**config.mk**
```make
export PLATFORM = sky130hd
export DESIGN_NAME = conv_window_linebuf
export DESIGN_NICKNAME = d
export VERILOG_FILES = /design/src/rtl/conv_pkg.sv /design/src/rtl/conv_line_ram.sv /design/src/rtl/conv_window_linebuf.sv
export SDC_FILE = /design/constraint.sdc
export NUM_CORES = 2
export LEC_CHECK = 0
export ABC_AREA = 1
export CAP_MARGIN = 25
export CORE_ASPECT_RATIO = 1.5
export CORE_UTILIZATION = 40
export CTS_CLUSTER_DIAMETER = 40
export CTS_CLUSTER_SIZE = 25
export DETAILED_ROUTE_END_ITERATION = 6
export HOLD_SLACK_MARGIN = 0.05
export SYNTH_ARGS = -nofsm -noshare
export SYNTH_HDL_FRONTEND = slang
export SYNTH_SLANG_ARGS = --single-unit
```
**constraint.sdc**
```tcl
create_clock -name clk -period 7.1 [get_ports clk]
set_input_delay 2.13 -clock clk [delete_from_list [all_inputs] [get_ports clk]]
set_output_delay 2.13 -clock clk [all_outputs]
set_load 0.01 [all_outputs]
```
**src/rtl/conv_pkg.sv**
```systemverilog
// Shared constants and types for the 3x3 streaming window generator.
package conv_pkg;

    localparam int DEF_PIX_W = 8;                // default signed pixel width
    localparam int K         = 3;                // kernel edge length
    localparam int K_CTR     = 1;                // centre offset inside the kernel
    localparam int WIN_W     = K * K * DEF_PIX_W; // flattened window width at default PIX_W

    // Frame sequencing: FILL primes the two line buffers, RUN emits windows,
    // DONE is the one-cycle end-of-frame marker.
    typedef enum logic [1:0] {
        ST_FILL = 2'd0,
        ST_RUN  = 2'd1,
        ST_DONE = 2'd2
    } state_e;

endpackage

```
**src/rtl/conv_line_ram.sv**
```systemverilog
// One image line of pixels: asynchronous read, synchronous write, same address.
module conv_line_ram #(
    parameter int DEPTH = 247,
    parameter int WIDTH = 8
) (
    input  logic                     clk,
    input  logic                     wr_en_i,
    input  logic [$clog2(DEPTH)-1:0] addr_i,
    input  logic [WIDTH-1:0]         wr_data_i,
    output logic [WIDTH-1:0]         rd_data_o
);

    logic [WIDTH-1:0] mem_q [DEPTH];

    // Read returns the old word; a write in the same cycle lands at the clock edge.
    assign rd_data_o = mem_q[addr_i];

    // Storage update on write.
    // NOTE: line storage has no reset; every word is written during FILL before it is read for a window.
    always_ff @(posedge clk) begin
        if (wr_en_i) begin
            mem_q[addr_i] <= wr_data_i;
        end
    end

endmodule

```
**src/rtl/conv_window_linebuf.sv**
```systemverilog
// Streaming 3x3 window generator with two line buffers and a 1-deep output register.
// Optional feature macro: WIN_COORD_EN adds out_row/out_col carrying the window centre.
module conv_window_linebuf
    import conv_pkg::*;
#(
    parameter int ROWS  = 242,
    parameter int COLS  = 247,
    parameter int PIX_W = DEF_PIX_W
) (
    input  logic                     clk,
    input  logic                     rst,
    input  logic                     in_valid,
    output logic                     in_ready,
    input  logic [PIX_W-1:0]         in_pixel,
    output logic                     out_valid,
    input  logic                     out_ready,
    output logic [K*K*PIX_W-1:0]     out_win,
`ifdef WIN_COORD_EN
    output logic [15:0]              out_row,
    output logic [15:0]              out_col,
`endif
    output logic                     frame_done
);

    localparam int RW = $clog2(ROWS);
    localparam int CW = $clog2(COLS);

    state_e               state_q, state_d;
    logic [RW-1:0]        row_q, row_d;
    logic [CW-1:0]        col_q, col_d;
    logic                 out_valid_q, out_valid_d;
    logic [K*K*PIX_W-1:0] out_win_q, out_win_d;
    logic [PIX_W-1:0]     win_q [K][K];
    logic [PIX_W-1:0]     win_d [K][K];
    logic [PIX_W-1:0]     new_col [K];
    logic [PIX_W-1:0]     lb0_rd, lb1_rd;
    logic                 accept, emit, last_col, last_row;

    assign in_ready   = !out_valid_q || out_ready;
    assign accept     = in_valid && in_ready;
    assign last_col   = (col_q == CW'(COLS - 1));
    assign last_row   = (row_q == RW'(ROWS - 1));
    // Columns 0 and 1 of each row still hold the previous row's tail, so they never emit.
    assign emit       = accept && (row_q >= RW'(K - 1)) && (col_q >= CW'(K - 1));
    assign out_valid  = out_valid_q;
    assign out_win    = out_win_q;
    assign frame_done = (state_q == ST_DONE);

    // lb0 holds row-1; on accept its old word moves into lb1 (row-2).
    conv_line_ram #(.DEPTH(COLS), .WIDTH(PIX_W)) u_lb0 (
        .clk       (clk),
        .wr_en_i   (accept),
        .addr_i    (col_q),
        .wr_data_i (in_pixel),
        .rd_data_o (lb0_rd)
    );

    conv_line_ram #(.DEPTH(COLS), .WIDTH(PIX_W)) u_lb1 (
        .clk       (clk),
        .wr_en_i   (accept),
        .addr_i    (col_q),
        .wr_data_i (lb0_rd),
        .rd_data_o (lb1_rd)
    );

    // Next window: shift left one column and append {row-2, row-1, current} at the right.
    always_comb begin
        new_col[0] = lb1_rd;
        new_col[1] = lb0_rd;
        new_col[2] = in_pixel;
        for (int ki = 0; ki < K; ki++) begin
            for (int kj = 0; kj < K - 1; kj++) begin
                win_d[ki][kj] = win_q[ki][kj + 1];
            end
            win_d[ki][K - 1] = new_col[ki];
        end
    end

    // Counters, FSM and output register next-state.
    // NOTE: every variable gets a default at the top so no path leaves one unassigned (no latch).
    always_comb begin
        state_d     = state_q;
        row_d       = row_q;
        col_d       = col_q;
        out_valid_d = out_valid_q;
        out_win_d   = out_win_q;

        if (accept) begin
            if (last_col) begin
                col_d = '0;
                row_d = last_row ? '0 : row_q + RW'(1);
            end else begin
                col_d = col_q + CW'(1);
            end
        end

        if (emit) begin
            out_valid_d = 1'b1;
            for (int ki = 0; ki < K; ki++) begin
                for (int kj = 0; kj < K; kj++) begin
                    out_win_d[(ki * K + kj) * PIX_W +: PIX_W] = win_d[ki][kj];
                end
            end
        end else if (out_ready) begin
            out_valid_d = 1'b0;
        end

        case (state_q)
            ST_FILL: if (accept && last_col && row_q == RW'(K - 2)) state_d = ST_RUN;
            ST_RUN:  if (accept && last_col && last_row)            state_d = ST_DONE;
            ST_DONE: state_d = ST_FILL;
            default: state_d = ST_FILL;
        endcase
    end

    // Window shift register; stale contents are masked by the emit gate, so no reset is needed.
    always_ff @(posedge clk) begin
        if (accept) begin
            win_q <= win_d;
        end
    end

    // Control and output registers with synchronous reset.
    // NOTE: non-blocking assignments keep every register sampling pre-edge values.
    always_ff @(posedge clk) begin
        if (rst) begin
            state_q     <= ST_FILL;
            row_q       <= '0;
            col_q       <= '0;
            out_valid_q <= 1'b0;
            out_win_q   <= '0;
        end else begin
            state_q     <= state_d;
            row_q       <= row_d;
            col_q       <= col_d;
            out_valid_q <= out_valid_d;
            out_win_q   <= out_win_d;
        end
    end

`ifdef WIN_COORD_EN
    logic [15:0] out_row_q, out_col_q;

    assign out_row = out_row_q;
    assign out_col = out_col_q;

    // Centre coordinates travel with the window and follow the same load/hold/reset rules.
    always_ff @(posedge clk) begin
        if (rst) begin
            out_row_q <= '0;
            out_col_q <= '0;
        end else if (emit) begin
            out_row_q <= 16'(row_q) - 16'(K - 1 - K_CTR);
            out_col_q <= 16'(col_q) - 16'(K - 1 - K_CTR);
        end
    end
`endif

endmodule

```
======== Yosys cells after proc, flatten, opt, wreduce, memory -nomap -nowiden ========
Memory sizes are Yosys's and may differ from the RTL's. A register that Yosys moved wholly into a read port is not among the register bits.
Index checks and enable logic that the tools add are counted.
storage, ports and cells
  flip-flop bits (word level) ............. 139
  RAM bits ................................ 3,952
  input port bits ......................... 12
  output and inout port bits .............. 75
  word-level logic and storage cells ...... 49
  memories kept ........................... 2
memory list
  name         words  width  read ports  clocked after memory_dff  wr ports  line                 source
  u_lb0.mem_q  247    8      1           1                         1         conv_line_ram.sv:13  logic [WIDTH-1:0] mem_q [DEPTH];
  u_lb1.mem_q  247    8      1           1                         1         conv_line_ram.sv:13
operators by class
  $add $sub $neg .......................... 2
  $lt $le $gt $ge ......................... 2
  eq/ne operators ......................... 7
  multiplexer cells ....................... 13
  reductions and logical operators ........ 12
operator list
  kind                                                                number
  two-way mux 8 bit                                                   6
  adder 8 x 1 -> 8 bit (second input constant)                        2
  equality test 8 bit (second input constant)                         2
  greater-or-equal comparator 8 x 2 -> 1 bit (second input constant)  2
  equality test 8 x 1 -> 1 bit (second input constant)                1
  logical AND 1 bit                                                   6
  two-way mux 1 bit                                                   4
  two-way mux 2 bit                                                   2
  inequality test 2 bit (second input constant)                       2
  one-hot mux 2 bit (2 select lines)                                  1
  AND reduction 2 bit                                                 2
  equality test 2 x 1 -> 1 bit (second input constant)                1
  equality test 2 bit (second input constant)                         1
  logical NOT 2 bit                                                   1
  nonzero test 2 bit                                                  1
  logical NOT 1 bit                                                   1
  logical OR 1 bit                                                    1

======== Depth between registers and ports, before layout ========
  word-level depth ........................ 7
  gate-level depth with buffers ........... 17
  mapped depth without buffers ............ 14

======== Modules after synthesis ========
Synthesis repeated with hierarchy kept, for this count alone.
unflattened totals
  cells, all modules ...................... 16,361
  area, all modules ....................... 169,751.6 um^2
modules (own cells, without submodules)
  module               times used  cells each  area each (um^2)  seq. area each (um^2)
  conv_line_ram        2           7,836       82,002.4          59,336.9
  conv_window_linebuf  1           689         5,746.8           3,263.1

======== Worst setup path before layout ========
OpenSTA, ideal clock, no wires.
  path type ............................... flip-flop to flip-flop
  start ................................... register with a tool-made name
  end ..................................... memory u_lb1.mem_q[0][4] (data pin)
  setup time .............................. 0.802 ns
  arrival ................................. 4.397 ns
  data required time ...................... 6.298 ns
  setup slack ............................. 1.901 ns
  cell stages (with the launch flop) ...... 15
  period minus slack after synthesis ...... 5.199 ns
  cells stage by stage .................... dfxtp_1 -> buf_6 -> inv_6 -> buf_2 -> buf_2 -> nand2_1 -> nand3_1 -> nand3_1 -> nand3_1 -> nand3_1 -> nand3_1 -> nand3_1 -> nand2_1 -> nand2_1 -> nand2_1
RTL lines
  what           line
  end, declared  conv_line_ram.sv:13

==> impl_metrics.yaml <==
yosys:
  async_flop_share: 0
  ys_top_cells_by_count: "nand2_1, edfxtp_1, nand3_1"
  synthFlopType: "edfxtp_1"
  synth_edf_count: 4000
  synth-seq-cells: 4099
  yosys_warnings: 0
  syn_area_mm2: 0.1651
  yosysTopAreaCell: "edfxtp_1"
  synth_top_area_share: 0.7274
  avgSynthCellArea_um2: 12.03
  syn_inst: 13720
  synth_most_common_cell: "nand2_1"
  netlist_top_cells_area: "edfxtp_1, nand3_1, nand2_1"
  synth-seq-area-share: 0.7394
  ys_types: 37
  syn-num-nets: 13740
global_route:
  grt_max_degree: 224
  grt_pass1_vias: 101400
  overflow: 0
  grt_pass1_wl_mm: 707.6
  track_usage: 0.2328
  antenna_found_initial: 14
final_layout:
  multiInputGateArea_mm2: 0.03741
  regArea_mm2: 0.1221
  final_nets: 13750
  final_cell_area_mm2: 0.1850
  drive_gt1_frac: 0.08420
  finalNonFillerCells: 19400
  syn_to_final_growth_pct: 12.03
  fill_cells: 36630
detailed_routing:
  avgViaCountPerCell: 5.504
  first_iter_violations: 12430
  first_pass_iters: 7
  drc: 1
  vias: 106800
  wl_per_cell_um: 25.59
  wirelength_mm: 496.4
  antenna_left: 0
pwr:
  max-vdd-ir-drop_v: 0.0002109
  leakage_nw: 64.05
  p_total_mw: 51.61
  p_per_area_mw_per_mm2: 279.0
worst_setup_path:
  crit_chain: "clkinv_16, buf_4, nand2_1, nand3_1, nand3_1, nand2_1, nand2_1, nand3_1, nand3_1, nand3_1, nand3_1, nand2_4, buf_12"
  worst_setup_path_start_kind: "register"
  path_class: "register to register"
  max_stage_delay_ps: 820
  critical_path.slowest_cell: "dfxtp_4"
  arrival_ps: 5970
  crit_path_frequent_cell: "nand3_1"
  cp-end-kind: "register"
  cp_top_family: "simple AND/OR/NAND/NOR gates"
  crit_fanout: 223
  required_ps: 7650
  path_buf_inv: 3
cts:
  clk_pin_slew_ps: 90
  cts-root-buf: "clkbuf_16"
  cts_tree: "built"
  post_cts_resized: 0
  post_cts_buffers: 0
  clockBufferDepth: 4
  clock_latency_ps: 990
  cts_buffers: 349
  cts.sinks: 4099
  h-tree-depth: 5
  ctsHoldBuffers: 0
place:
  postPlaceCellArea_mm2: 0.1726
  dp_hpwl_mm: 296.4
  place.gp.congestion: 0.9154
  io_buffers: 86
  dpl.cell_count: 18750
sta:
  finalClockSkew_ps: 74.05
  slew_headroom: 0.2597
  worst_pin_slew_ps: 1107
  fin_crit_sh: 0.7639
  fmax_mhz: 184.4
  final_hold_viol_count: 0
  setup_viol: 0
  finalCriticalPeriod_ps: 5424
  grt_setup_unrepaired: "false"
  drv_slew: 0
  holdWs_ps: 441.0
  finalSetupTns_ps: 0
floorplan:
  io_pins: 87
  dieWidth_um: 526.6
  core_mm2: 0.4104
  initial_core_util: 0.4023
  die_y_um: 788.9
  die_area_mm2: 0.4154
  rows: 288
min_path:
  hold_path_class: "register to register"
  holdCritStartpoint: "win_d[32]"
outcome:
  status: "finished with violations"
  violations: "design-rule violations"
flow_run:
  drv_cap: 0
kinds of logic (layout without fill, tap and decap cells):
group,Yosys count,in the layout,synth area share
other cells,0,6,0
simple gates,8341,8341,0.2178
flops,4099,4099,0.7394
buf+inv,1034,1339,0.03454
xor+xnor,3,3,0.0001592
compound gates,237,237,0.007517
fa+ha+maj,7,7,0.0005304
layout by cell type (no fill, tap or decap), types with 4 or more instances in the layout:
cell type and n:
clkdlybuf4s50_1 78, buf_16 4, nand3_1 3665, inv_2 5, dfxtp_1 93, diode_2 6
o21ai_1 11, inv_1 89, o211ai_1 12, nand2_1 4097, dfxtp_4 6, clkinv_16 4
edfxtp_1 4000, clkinv_1 14, bufinv_16 15, clkbuf_16 354, nor2_1 540, nor3_2 4
clkinvlp_4 24, buf_4 410, buf_12 85, buf_8 10, clkinv_2 15, inv_12 23
clkbuf_1 10, nor3_1 8, nand2_2 11, a21oi_1 54, o21ai_0 151, inv_8 51
inv_6 55, clkinv_8 58, inv_16 9, ha_1 7, clkinv_4 22
state kept, by name (all words and copies together), names as in the netlist, named ones only:
signal,flops
row_q,8
u_lb1.mem_q,1976
win_d,48
u_lb0.mem_q,1976
state_q,2
out_valid,1
out_win,72
col_q,8
final timing paths:
kind	end	slack, ps	cells past startpoint
setup / recovery	u_lb1.mem_q[138][4]	1680	13
hold / removal	win_d[40]	440	0
hold reg to reg	win_d[40]	440	0
setup reg to reg	u_lb1.mem_q[138][4]	1680	13
metal layers:
layer  up-vias  wire, µm  GRT usage
met1     52440    180000     0.2766
li1      48670         -          -
met4         6     37050     0.1556
met2      4572    245100     0.3956
met3      1071     34210    0.02954
met5         -        46          0
area by class of cell:
cell class | instances | area share
Sequential cell | 4099 | 0.6602
Multi-Input combinational cell | 8588 | 0.2022
Clock buffer | 364 | 0.04809
Tap cell | 5365 | 0.03629
Timing Repair Buffer | 589 | 0.03160
Clock inverter | 280 | 0.01884
Inverter | 106 | 0.002733
Antenna cell | 6 | 0.00008117
worst register-to-register path, stage by stage, from the launching register on:
cell	delay [ps]
dfxtp_4	820
clkinv_16	750
buf_4	790
nand2_1	140
nand3_1	70
nand3_1	130
nand2_1	150
nand2_1	90
nand3_1	240
nand3_1	190
nand3_1	450
nand3_1	350
nand2_4	300
buf_12	340
where the power goes:
group	switching (mW)	internal, mW	leakage [nW]
Sequential	0.0310	27.0	36.8
Combinational	3.29	0.875	21.3
Clock	10.1	10.4	5.95
through the flow:
step | utilization | worst slack, ps
after floorplan | - | 1901
after global placement | 0.4200 | 1200
after detailed placement | 0.4204 | 1214
after CTS | 0.4506 | 1718
after global routing | 0.4507 | 1670
final | 0.4507 | 1676
Power figures use the tool's default switching activity.
